===== src/rtl/icache_pkg.sv =====
// Shared definitions for the instruction-cache tag controller:
// address split, tag-RAM entry layout and controller state encoding.
package icache_pkg;

    localparam int INDEX_W  = 5;
    localparam int OFFSET_W = 3;
    localparam int TAG_W    = 32 - INDEX_W - OFFSET_W;
    localparam int DEPTH    = 1 << INDEX_W;

    // One tag-RAM word: valid bit on top, tag below.
    typedef struct packed {
        logic             valid;
        logic [TAG_W-1:0] tag;
    } tag_entry_t;

    typedef enum logic {
        FLUSH = 1'b0,
        RUN   = 1'b1
    } state_e;

    function automatic logic [INDEX_W-1:0] pc_index(input logic [31:0] pc);
        return pc[OFFSET_W +: INDEX_W];
    endfunction

    function automatic logic [TAG_W-1:0] pc_tag(input logic [31:0] pc);
        return pc[31 -: TAG_W];
    endfunction

endpackage


===== src/rtl/icache_tag_flush_cnt.sv =====
// Index walker used while the tag array is being cleared. Steps through
// every set once; restart rewinds to set 0 for the following cycle and
// done marks the cycle in which the last set is being written.
module icache_tag_flush_cnt
    import icache_pkg::*;
(
    input  logic               clk,
    input  logic               rst_n,
    input  logic               restart,
    input  logic               en,
    output logic [INDEX_W-1:0] cnt,
    output logic               done
);

    // Advance one set per enabled cycle; wraps to 0 after the last set.
    always_ff @(posedge clk or negedge rst_n) begin
        if (!rst_n) begin
            cnt <= '0;
        end else if (restart) begin
            cnt <= '0;
        end else if (en) begin
            cnt <= cnt + 1'b1;
        end
    end

    assign done = en && !restart && (cnt == '1);

endmodule


===== src/rtl/icache_tag_ctrl.sv =====
// Instruction-cache tag controller: clears the tag array after reset or on
// invalidate, writes refill tags, and runs a two-cycle lookup pipeline
// (RAM read issue, then compare) with forwarding from a same-cycle refill.
module icache_tag_ctrl
    import icache_pkg::*;
(
    input  logic               clk_i,
    input  logic               rst_ni,
    input  logic               req_valid_i,
    input  logic [31:0]        req_pc_i,
    output logic               req_ready_o,
    input  logic               refill_valid_i,
    input  logic [31:0]        refill_pc_i,
    output logic               refill_ready_o,
    input  logic               invalidate_i,
    output logic               busy_o,
    output logic               rsp_valid_o,
    output logic               rsp_hit_o,
    output logic [31:0]        rsp_pc_o,
    output logic               tag_csb0_o,
    output logic [INDEX_W-1:0] tag_addr0_o,
    output logic [TAG_W:0]     tag_din0_o,
    output logic               tag_csb1_o,
    output logic [INDEX_W-1:0] tag_addr1_o,
    input  logic [TAG_W:0]     tag_dout1_i
);

    state_e             state;
    logic               flush_st;
    logic               flush_wr;
    logic [INDEX_W-1:0] flush_cnt;
    logic               flush_done;
    logic               refill_acc;
    logic               req_acc;
    tag_entry_t         wr_entry;
    tag_entry_t         rd_entry;

    logic               vld_p1;
    logic [31:0]        pc_p1;
    logic               fwd_p1;
    logic               kill_p1;
    logic               hit_p1;

    // Offset bits of the refill address carry no information for the tag array.
    logic               unused_refill_offset;
    assign unused_refill_offset = ^refill_pc_i[OFFSET_W-1:0];

    assign flush_st = (state == FLUSH);
    // Flush writes are held off while reset is asserted so the RAM port idles.
    assign flush_wr = flush_st && rst_ni;

    icache_tag_flush_cnt u_flush_cnt (
        .clk     (clk_i),
        .rst_n   (rst_ni),
        .restart (invalidate_i),
        .en      (flush_st),
        .cnt     (flush_cnt),
        .done    (flush_done)
    );

    // Controller state: invalidate always (re)starts a flush; the flush ends after the last set.
    always_ff @(posedge clk_i or negedge rst_ni) begin
        if (!rst_ni) begin
            state <= FLUSH;
        end else if (invalidate_i) begin
            state <= FLUSH;
        end else if (flush_st && flush_done) begin
            state <= RUN;
        end
    end

    // Refill wins over lookup so the write and read ports are never both selected.
    assign busy_o         = flush_st;
    assign refill_ready_o = (state == RUN) && !invalidate_i;
    assign req_ready_o    = refill_ready_o && !refill_valid_i;
    assign refill_acc     = refill_valid_i && refill_ready_o;
    assign req_acc        = req_valid_i && req_ready_o;

    // Write port: flush clears entries, otherwise an accepted refill installs a valid tag.
    always_comb begin
        tag_csb0_o  = 1'b1;
        tag_addr0_o = '0;
        wr_entry    = '0;
        if (flush_wr) begin
            tag_csb0_o  = 1'b0;
            tag_addr0_o = flush_cnt;
        end else if (refill_acc) begin
            tag_csb0_o     = 1'b0;
            tag_addr0_o    = pc_index(refill_pc_i);
            wr_entry.valid = 1'b1;
            wr_entry.tag   = pc_tag(refill_pc_i);
        end
    end

    assign tag_din0_o  = wr_entry;
    assign tag_csb1_o  = !req_acc;
    assign tag_addr1_o = req_acc ? pc_index(req_pc_i) : '0;

    // ---- stage 1: lookup accepted, RAM read in flight ----
    // Lookup occupancy; reset drops any lookup in flight.
    always_ff @(posedge clk_i or negedge rst_ni) begin
        if (!rst_ni) begin
            vld_p1 <= 1'b0;
        end else begin
            vld_p1 <= req_acc;
        end
    end

    // PC of the lookup in flight; only meaningful alongside vld_p1.
    always_ff @(posedge clk_i) begin
        if (req_acc) begin
            pc_p1 <= req_pc_i;
        end
    end

    // A refill to the same set this cycle is newer than what the RAM returned.
    assign rd_entry = tag_entry_t'(tag_dout1_i);
    assign fwd_p1   = refill_acc && (pc_index(refill_pc_i) == pc_index(pc_p1));
    assign kill_p1  = invalidate_i || flush_st;
    assign hit_p1   = fwd_p1 ? (pc_tag(refill_pc_i) == pc_tag(pc_p1))
                             : (rd_entry.valid && (rd_entry.tag == pc_tag(pc_p1)));

    // ---- stage 2: registered lookup response ----
    // One-cycle response pulse; a flush starting or in progress forces a miss.
    always_ff @(posedge clk_i or negedge rst_ni) begin
        if (!rst_ni) begin
            rsp_valid_o <= 1'b0;
            rsp_hit_o   <= 1'b0;
            rsp_pc_o    <= '0;
        end else begin
            rsp_valid_o <= vld_p1;
            rsp_hit_o   <= vld_p1 && hit_p1 && !kill_p1;
            if (vld_p1) begin
                rsp_pc_o <= pc_p1;
            end
        end
    end

endmodule

===== config.mk =====
export PLATFORM = sky130hd
export DESIGN_NAME = icache_tag_ctrl
export DESIGN_NICKNAME = d
export VERILOG_FILES = /design/src/rtl/icache_pkg.sv /design/src/rtl/icache_tag_flush_cnt.sv /design/src/rtl/icache_tag_ctrl.sv
export SDC_FILE = /design/constraint.sdc
export NUM_CORES = 1
export LEC_CHECK = 0
export ABC_AREA = 1
export CORE_ASPECT_RATIO = 1.2
export CORE_MARGIN = 4
export CORE_UTILIZATION = 35
export DETAILED_ROUTE_END_ITERATION = 8
export PLACE_DENSITY = 0.7
export SLEW_MARGIN = 20
export SYNTH_ARGS = -nofsm -noshare
export SYNTH_HDL_FRONTEND = slang
export SYNTH_SLANG_ARGS = --single-unit
export TNS_END_PERCENT = 1

===== constraint.sdc =====
create_clock -name clk_i -period 2.84 [get_ports clk_i]
set_clock_uncertainty 0.05 [all_clocks]
set_input_delay 0.284 -clock clk_i [delete_from_list [all_inputs] [get_ports clk_i]]
set_output_delay 0.284 -clock clk_i [all_outputs]
set_load 0.02 [all_outputs]

# Word-level counts from Yosys, hierarchy flattened
# Index checks and enable logic that the tools add are counted.
# op_classes
addsub	1
multipliers	0
n_div	0
n_lt_le_gt_ge	0
n_eq_ne	5
shift	0
n_mux	12
bitwise_logic	1
n_reduce_logical	18
# ops
cell	count
25-bit two-way mux	2
24-bit equality test	2
5-bit two-way mux	5
1-bit logical AND	12
5-bit by 1-bit adder with 5-bit output (second input constant)	1
5-bit equality test	1
5-bit equality test (second input constant)	1
1-bit two-way mux	5
1-bit zero test	4
2-bit inequality test (second input constant)	1
2-bit nonzero test	1
1-bit logical OR	1
1-bit NOT	1
# word_totals
reg_bits	73
latchBits	0
mem_bits_rw	0
rom_bits	0
input_bits	94
output_inout_bits	74
mem_count	0

# Longest topological paths before layout
# Gate-level depths: netlist (run 1).
# logic_depth
word_depth	7
depth_mapped	10
ltp_nobuf	10

# Hierarchy
# From an unflattened synthesis (run 1), not the netlist that was laid out.
# hier_totals
cells_unflattened	453
hier_area_um2	3688.5
# modules_own_cells
module	instances	cells_each	area_each_um2
icache_tag_ctrl	1	420	3429.5
icache_tag_flush_cnt	1	33	259.0

# Least setup slack after synthesis (run 1)
# OpenSTA, ideal clock, no wires.
# synth_timing
kind	reg-to-reg
from	register state
to	register pc_p1[0], enable pin
setup_ps	387
t_arrival_ps	2147
required_time_ps	2403
slack_ps	255
stages_incl_launch_ff	7
path_cell_list	dfrtp_1 -> inv_2 -> nor2_4 -> inv_1 -> nor2_1 -> nand2_1 -> inv_1
# synth_between
elab_chain_cells	3
# synth_lines
item	line_no	source
from (decl)	icache_tag_ctrl.sv:28	state_e state;
from (signal assigned)	icache_tag_ctrl.sv:64	state <= FLUSH;
from (signal assigned)	icache_tag_ctrl.sv:66	state <= FLUSH;
from (signal assigned)	icache_tag_ctrl.sv:68	state <= RUN;
1-bit logical AND	icache_tag_ctrl.sv:74	assign refill_ready_o = (state == RUN) && !invalidate_i;
named net refill_ready_o	icache_tag_ctrl.sv:14	output logic refill_ready_o,
1-bit logical AND	icache_tag_ctrl.sv:75	assign req_ready_o = refill_ready_o && !refill_valid_i;
named net req_ready_o	icache_tag_ctrl.sv:11	output logic req_ready_o,
1-bit logical AND	icache_tag_ctrl.sv:77	assign req_acc = req_valid_i && req_ready_o;
named net req_acc	icache_tag_ctrl.sv:34	logic req_acc;
to (signal assigned)	icache_tag_ctrl.sv:112	pc_p1 <= req_pc_i;
to (decl)	icache_tag_ctrl.sv:39	logic [31:0] pc_p1;
# The timed path passes the listed nets, and every way through them passes these cells.
# A chain may end at the register's enable or synchronous reset.

# Final worst setup path (run 1)
# layout_timing
from	input port invalidate_i
to	output port tag_addr1_o[4]
# layout_between
elab_chain_cells	5
# layout_lines
item	line_no	source
from (decl)	icache_tag_ctrl.sv:15	input logic invalidate_i,
1-bit zero test	icache_tag_ctrl.sv:74	
1-bit logical AND	icache_tag_ctrl.sv:74	
1-bit logical AND	icache_tag_ctrl.sv:75	
1-bit logical AND	icache_tag_ctrl.sv:77	
5-bit two-way mux	icache_tag_ctrl.sv:97	assign tag_addr1_o = req_acc ? pc_index(req_pc_i) : '0;
to (decl)	icache_tag_ctrl.sv:24	output logic [INDEX_W-1:0] tag_addr1_o,
# No other way between the ends.

==> summary.txt, run 1 <==
Place
  • DP Cell Count: 740
  • HPWL Detailed: 8710 um
  • IO buf count: 164
  • Final GP Congestion: 0.864

Floorplan
  • Die X: 101 um
  • Die area: between 0.01 and 0.015 sq mm
  • Core area: 0.0101 sq mm
  • FP Rows: 40
  • Starting Density: 36.1%
  • Ports: around 170
  • Die H: 120 um

STA
  • Period utilisation layout: 85.8%
  • Worst Tran Pin Value: 0.613 ns
  • Post-route minimum period: 2.44 ns
  • Worst slew margin: between 50 and 60%
  • Final slew viol count: 0
  • Fmax: slightly above 400 MHz
  • Fin. Hold Viols: 0
  • RSZ-0062 raised after global routing: false
  • Hold slack: about 0.43 ns
  • Post-Route Setup TNS: 0 ns
  • Setup Viol. Count Final: 0

Power and ir drop
  • Pwr Density: between 400 and 500 mW/mm^2
  • Lkg Pwr: 2.73 nW
  • Maximum VDD drop: around 0.00028 V
  • Pwr Total: ~2.8 mW

Routing
  • Met3 wire length: 716 um
  • Vias per std cell: 4.49
  • Highest routed layer: met5
  • Antenna-violating nets left: 0
  • Drt pass-1 iters: 4
  • DRC viols: 0
  • DR vias: 3398
  • Met2 wire len: 5630 um
  • Metal-1 WL: roughly 4300 um
  • Wire length per cell: around 14 um
  • Initial drt markers: ~130
  • Total Wirelength: 10900 um

Layout
  • Area of the multi-input gates: 0.00132 sq mm
  • Final core occ: 57.4%
  • Final non-filler cell total: 757
  • Fin nets: 722
  • Diode count: 0
  • Fillers: around 900
  • Syn-to-layout area delta: 58.7%
  • Layout cells sized above 1: 5.23%
  • FF+latch area: 0.00199 sq mm

Critical path
  • Worst path top cell family by delay: buffers and inverters
  • Reg2reg setup slack: 1.13 ns
  • Arr. time, crit path: 2.10 ns
  • Critical path buffer and inverter count: 3
  • Register-to-Register Path Depth: 7
  • Crit-path cells: clkdlybuf4s50_1, nor2_4, inv_1, nor2_1, nand2_1, nor2_1, clkdlybuf4s50_1
  • Worst setup EP type: output port
  • Slowest CP cell: clkdlybuf4s50_1
  • Crit path launch type: primary input
  • Worst-path fanout max: 7
  • CP startpoint: invalidate_i
  • R2R Path End: pc_p1[21]$_DFFE_PP_
  • Crit path largest cell delay: 0.62 ns
  • Worst Path Required: approximately 2.5 ns
  • Critical R2R Launch: state$_DFFE_PN0P_
  • WS Path Type: in -> out

Clock tree
  • # clock sinks: 73
  • Clock Latency Late Sink: 0.33 ns
  • CTS tree: yes
  • Setup bufs post-CTS: 0
  • H-tree levels: 3
  • CTS buffer count: 9
  • Clock slew at reported path FFs: 0.05 ns
  • Clk Tree Root Cell: clkbuf_16
  • Clock buffer depth: 2

Synthesis
  • Yosys cell types: 22
  • Gate Count Post-Synth: 453
  • Sequential share of the synthesized area: a little over half
  • Yosys reg bits: 73
  • Post-synthesis cell area: approximately 0.0037 sq mm
  • Synthesized area per cell: 8.07 sq um
  • YS warnings: 0
  • Post-Synthesis Net Count: around 550

Hold path
  • Hold depth: 1
  • Worst Hold Class: reg -> reg
  • Worst Hold End: rsp_pc_o[2]$_DFFE_PN0P_
  • HP Start: pc_p1[2]$_DFFE_PP_

Run status
  • Outcome: completed

Global route
  • Initial antenna violation count: 1
  • Grt total ovfl: 0
  • First-pass GRT wire length: roughly 17000 um
  • Largest net degree at the start of global routing: 35
  • Gr usage total: about 18%
  • Number of global-route vias before repair: 3452

Run
  • Max_cap viols: 0
[cells in the final DEF (no fill, tap or decap), drive strengths merged, types with 2 or more instances in the layout]
cell type      Yosys  routed
a21oi             28      28
xor2              10      10
buf                2       7
inv               83      83
mux2               7       7
clkbuf             7      14
ha                 2       2
clkdlybuf4s50      0     163
nor2              94      94
xnor2              6       6
nand3              5       5
o22ai              4       4
nand2            117     117
dfrtp             41      41
edfxtp            32      32
o21ai             11      11
[synth_stat cells]
cell type	number	area, sq um
xor2_1	10	87.6
o211ai_1	1	7.51
xnor2_1	6	52.6
or2_2	1	6.26
nand2_2	1	6.26
nor2_4	1	11.3
o21a_1	1	7.51
edfxtp_1	32	961
nand3_1	5	25.0
inv_1	82	308
nor2_1	93	349
nand2_1	116	435
nand4_1	1	6.26
mux2_2	7	78.8
a21oi_1	28	140
o21ai_0	11	55.1
clkbuf_1	7	26.3
ha_1	2	25.0
dfrtp_1	41	1030
buf_2	2	10.0
o22ai_1	4	25.0
inv_2	1	3.75
[sequential cells by signal (all words and copies together) (netlist names)]
| signal | flops |
|---|---|
| rsp_hit_o | 1 |
| state | 1 |
| rsp_pc_o | 32 |
| vld_p1 | 1 |
| rsp_valid_o | 1 |
| u_flush_cnt.cnt | 5 |
| pc_p1 | 32 |
[logic make-up after synthesis]
| kind of cell | after synthesis | share of synthesized area, % |
|---|---|---|
| AND/OR/NAND/NOR | 218 | 23.0 |
| buffers and inverters | 92 | 9.52 |
| flip-flops | 73 | 54.4 |
| AO/OA/AOI/OAI | 45 | 6.44 |
| XOR/XNOR | 16 | 3.84 |
| multiplexers | 7 | 2.16 |
| adder cells (fa/ha/maj) | 2 | 0.685 |
[how the worst max path moves through the flow]
| stage | to | cells after the start |
|---|---|---|
| floorplan | pc_p1[0]$_DFFE_PP_ | 6 |
| global placement | tag_addr1_o[1] | 7 |
| detailed placement | tag_addr1_o[4] | 7 |
| CTS | tag_addr1_o[4] | 7 |
| global route | tag_addr1_o[2] | 7 |
| finish | tag_addr1_o[4] | 7 |
[report_power, final]
part	internal (mW)	switching [mW]
combinational	0.250	0.205
sequential	1.16	0.0399
clock	0.773	0.415
total	2.18	0.661
[what timing repair did]
action | CTS | global route
setup endpoints to repair | 0 | 0
gates resized for setup | 0 | 0
endpoints found under the hold margin | 41 | 0
hold buffers | 1 | 0
[layer usage]
metal  track usage (%)  up-vias
li1                  -     1730
met1              20.9     1549
met2              32.3       99
met3              4.65       18
met4              7.98        2
met5                 0        -
[metrics by stage]
step           instance area, sq um  setup WS [ns]
6_report                       5800          0.403
5_1_grt                        5800          0.279
4_1_cts                        5800          0.391
3_5_place_dp                   5470          0.397
3_3_place_gp                   5470          0.429
2_1_floorplan                  3650          0.255
[area by class of cell]
class                   instances  area share (%)
multi-input cells             288            22.7
inverters                      83            5.37
clock buffers                  14            4.90
flip-flops and latches         73            34.3
clock inverters                 2           0.583
repair buffers                171            29.4
well taps                     126            2.72
Power figures use the tool's default switching activity.
==> run 2: changes to the inputs <==
SKIP_LAST_GASP = 1   (was unset)
==> results of run 2 <==
The final DEF is identical to that of run 1; final timing and power are the same.
==> run 3: changes to the inputs <==
CORE_MARGIN = 1.5   (was 4)
RECOVER_POWER = 100   (was unset)
==> run 3 against run 2 <==
First-iteration DRC count is 22% lower. Combinational power is 5.3% lower. The flow now finishes with violations (max-capacitance violations, max-slew violations). Largest power group unchanged. Critical path depth is 2 lower. Clock-buffer cell count is 2 lower. Setup slack worse by 0.22 ns. Die area is 8.9% lower.
==> summary.txt, run 3 (synthesis results as in run 1) <==
Run status
  • Outcome: finished with violations
  • Failing checks: max-capacitance violations, max-slew violations

STA
  • Worst slew margin: -8.91%
  • Final slew viol count: 27
  • Setup Viol. Count Final: 0
  • Post-route minimum period: 2.66 ns
  • Post-Route Setup TNS: 0 ns
  • Worst Tran Pin Value: 1.63 ns
  • Fin. Hold Viols: 0
  • Period utilisation layout: about 94%
  • RSZ-0062 raised after global routing: false
  • Hold slack: slightly below 0.4 ns
  • Fmax: 377 MHz

Hold path
  • Worst Hold Class: in -> async

Global route
  • First-pass GRT wire length: 16500 um
  • Initial antenna violation count: 1
  • Gr usage total: 20.0%
  • Largest net degree at the start of global routing: 35
  • Grt total ovfl: 0
  • Number of global-route vias before repair: 3472

Floorplan
  • Die X: a little under 100 um
  • Die area: 0.0111 sq mm
  • Die H: 115 um
  • Ports: about 170
  • FP Rows: 40
  • Starting Density: between 30% and 40%
  • Core area: 0.0101 sq mm

Layout
  • Most frequent cells in the layout: nand2_1, dlygate4sd3_1, nor2_1
  • Syn-to-layout area delta: 56.9%
  • Fillers: between 900 and 1000
  • Layout cells sized above 1: 4.77%
  • Fin nets: roughly 720
  • Commonest non-fill, non-tap cell in the layout: nand2_1
  • Final core occ: 56.7%
  • Diode count: 0
  • Top flop regs: pc_p1 (32), rsp_pc_o (32), u_flush_cnt.cnt (5)

Power and ir drop
  • Maximum VDD drop: between 0.0002 and 0.0003 V
  • Internal power: 2.04 mW
  • Switch share: 24.3%
  • Comb pwr share: 16.0%
  • Pwr Total: 2.69 mW
  • Clock network power share: 39.5%
  • Pwr Density: 470 mW/mm^2
  • Seq pwr share: 44.5%
  • Psw: 655 uW
  • Lkg Pwr: 2.91 nW

Critical path
  • Worst Path Required: 2.51 ns
  • WS Path Type: in -> out
  • Reg2reg setup slack: ~0.6 ns
  • Crit-path cells: dlygate4sd3_1, buf_2, nand2_1, o22ai_1, dlygate4sd3_1
  • Arr. time, crit path: around 2.3 ns
  • Crit path largest cell delay: 0.70 ns
  • Crit path launch type: primary input
  • Worst path top cell family by delay: buffers and inverters
  • Slowest CP cell: dlygate4sd3_1
  • Worst setup EP type: output port
  • Critical path buffer and inverter count: 3
  • Worst-path fanout max: 18
  • Most frequent CP cell: dlygate4sd3_1

Place
  • Final GP Congestion: ~0.85
  • HPWL Detailed: 8210 um
  • IO buf count: 164

Clock tree
  • Clock slew at reported path FFs: around 0.05 ns
  • Clk Tree Root Cell: clkbuf_16
  • Setup bufs post-CTS: 0
  • Clock Latency Late Sink: ~0.33 ns
  • Clock buffer depth: 2
  • H-tree levels: 3
  • # clock sinks: 73
  • CTS buffer count: 9
  • CTS tree: yes

Routing
  • Antenna-violating nets left: 0
  • Drt pass-1 iters: 4
  • DR vias: 3364
  • Wire length per cell: 14.1 um
  • Vias per std cell: 4.46
  • Initial drt markers: 101
  • DRC viols: 0
  • Total Wirelength: 10600 um

Run
  • Max_cap viols: 1
==> run 3: cell count changes in the layout (fill, tap and decap cells not counted), sizes merged <==
cell,before,now
bufinv,1,0
buf,7,3
dlygate4sd3,1,105
clkdlybuf4s50,163,59
clkinv,1,3
clkbuf,14,15
==> run 3: repair_timing <==
action / CTS / global route
gates resized for setup: 0 / 0
hold endpoints to repair: 15 / 0
setup endpoints to repair: 0 / 0
hold buffers: 1 / 0
==> run 3: area by class of cell <==
class	instances	area, sq um	share of cell area, %
Multi-Input combinational cell	288	1320	23.0
Tap cell	126	158	2.75
Clock buffer	12	267	4.65
Sequential cell	73	1990	34.7
Clock inverter	3	15.0	0.262
Inverter	83	312	5.44
Timing Repair Buffer	170	1680	29.2
==> run 3: metrics by stage <==
| stage | cells | instance area (sq um) | setup slack [ns] |
|---|---|---|---|
| global placement | 739 | 5460 | 0.435 |
| detailed placement | 739 | 5460 | 0.399 |
| floorplan | 453 | 3650 | 0.255 |
| CTS | 755 | 5750 | 0.178 |
| global route | 755 | 5730 | 0.0307 |
| finish | 755 | 5730 | 0.184 |
==> run 3: worst paths after layout <==
path / from / end / cells past startpoint
setup / recovery: rst_ni / tag_addr0_o[3] / 5
max in group asynchronous: rst_ni / rsp_pc_o[7]$_DFFE_PN0P_ / 3
setup reg to reg: state$_DFFE_PN0P_ / pc_p1[12]$_DFFE_PP_ / 7
min in group clk_i: pc_p1[2]$_DFFE_PP_ / rsp_pc_o[2]$_DFFE_PN0P_ / 1
hold / removal: rst_ni / u_flush_cnt.cnt[4]$_DFFE_PN0P_ / 2
hold reg to reg: pc_p1[2]$_DFFE_PP_ / rsp_pc_o[2]$_DFFE_PN0P_ / 1
==> run 3: metal layers <==
layer | global-route usage, % | part of all wire, %
met5 | 0 | 0.066
met3 | 3.84 | 5.9
met1 | 23.2 | 40
met2 | 35.3 | 51
met4 | 8.53 | 2.4
==> run 3: power by group through the flow <==
stage               Clock (mW)  Sequential [mW]  Combinational [mW]
global route              1.13             1.20               0.477
finish                    1.06             1.20               0.432
global placement             0             1.21               0.450
floorplan                    0             1.26               0.134
detailed placement           0             1.22               0.458
CTS                       1.09             1.20               0.462
==> run 3: worst reg2reg max path, stage by stage (launching register included) <==
cell      delay, ns
dfrtp_1        0.34
inv_1          0.11
nor2_4         0.13
inv_1          0.12
nor2_1         0.14
nand2_1        0.16
inv_1          0.10
clkbuf_2       0.70
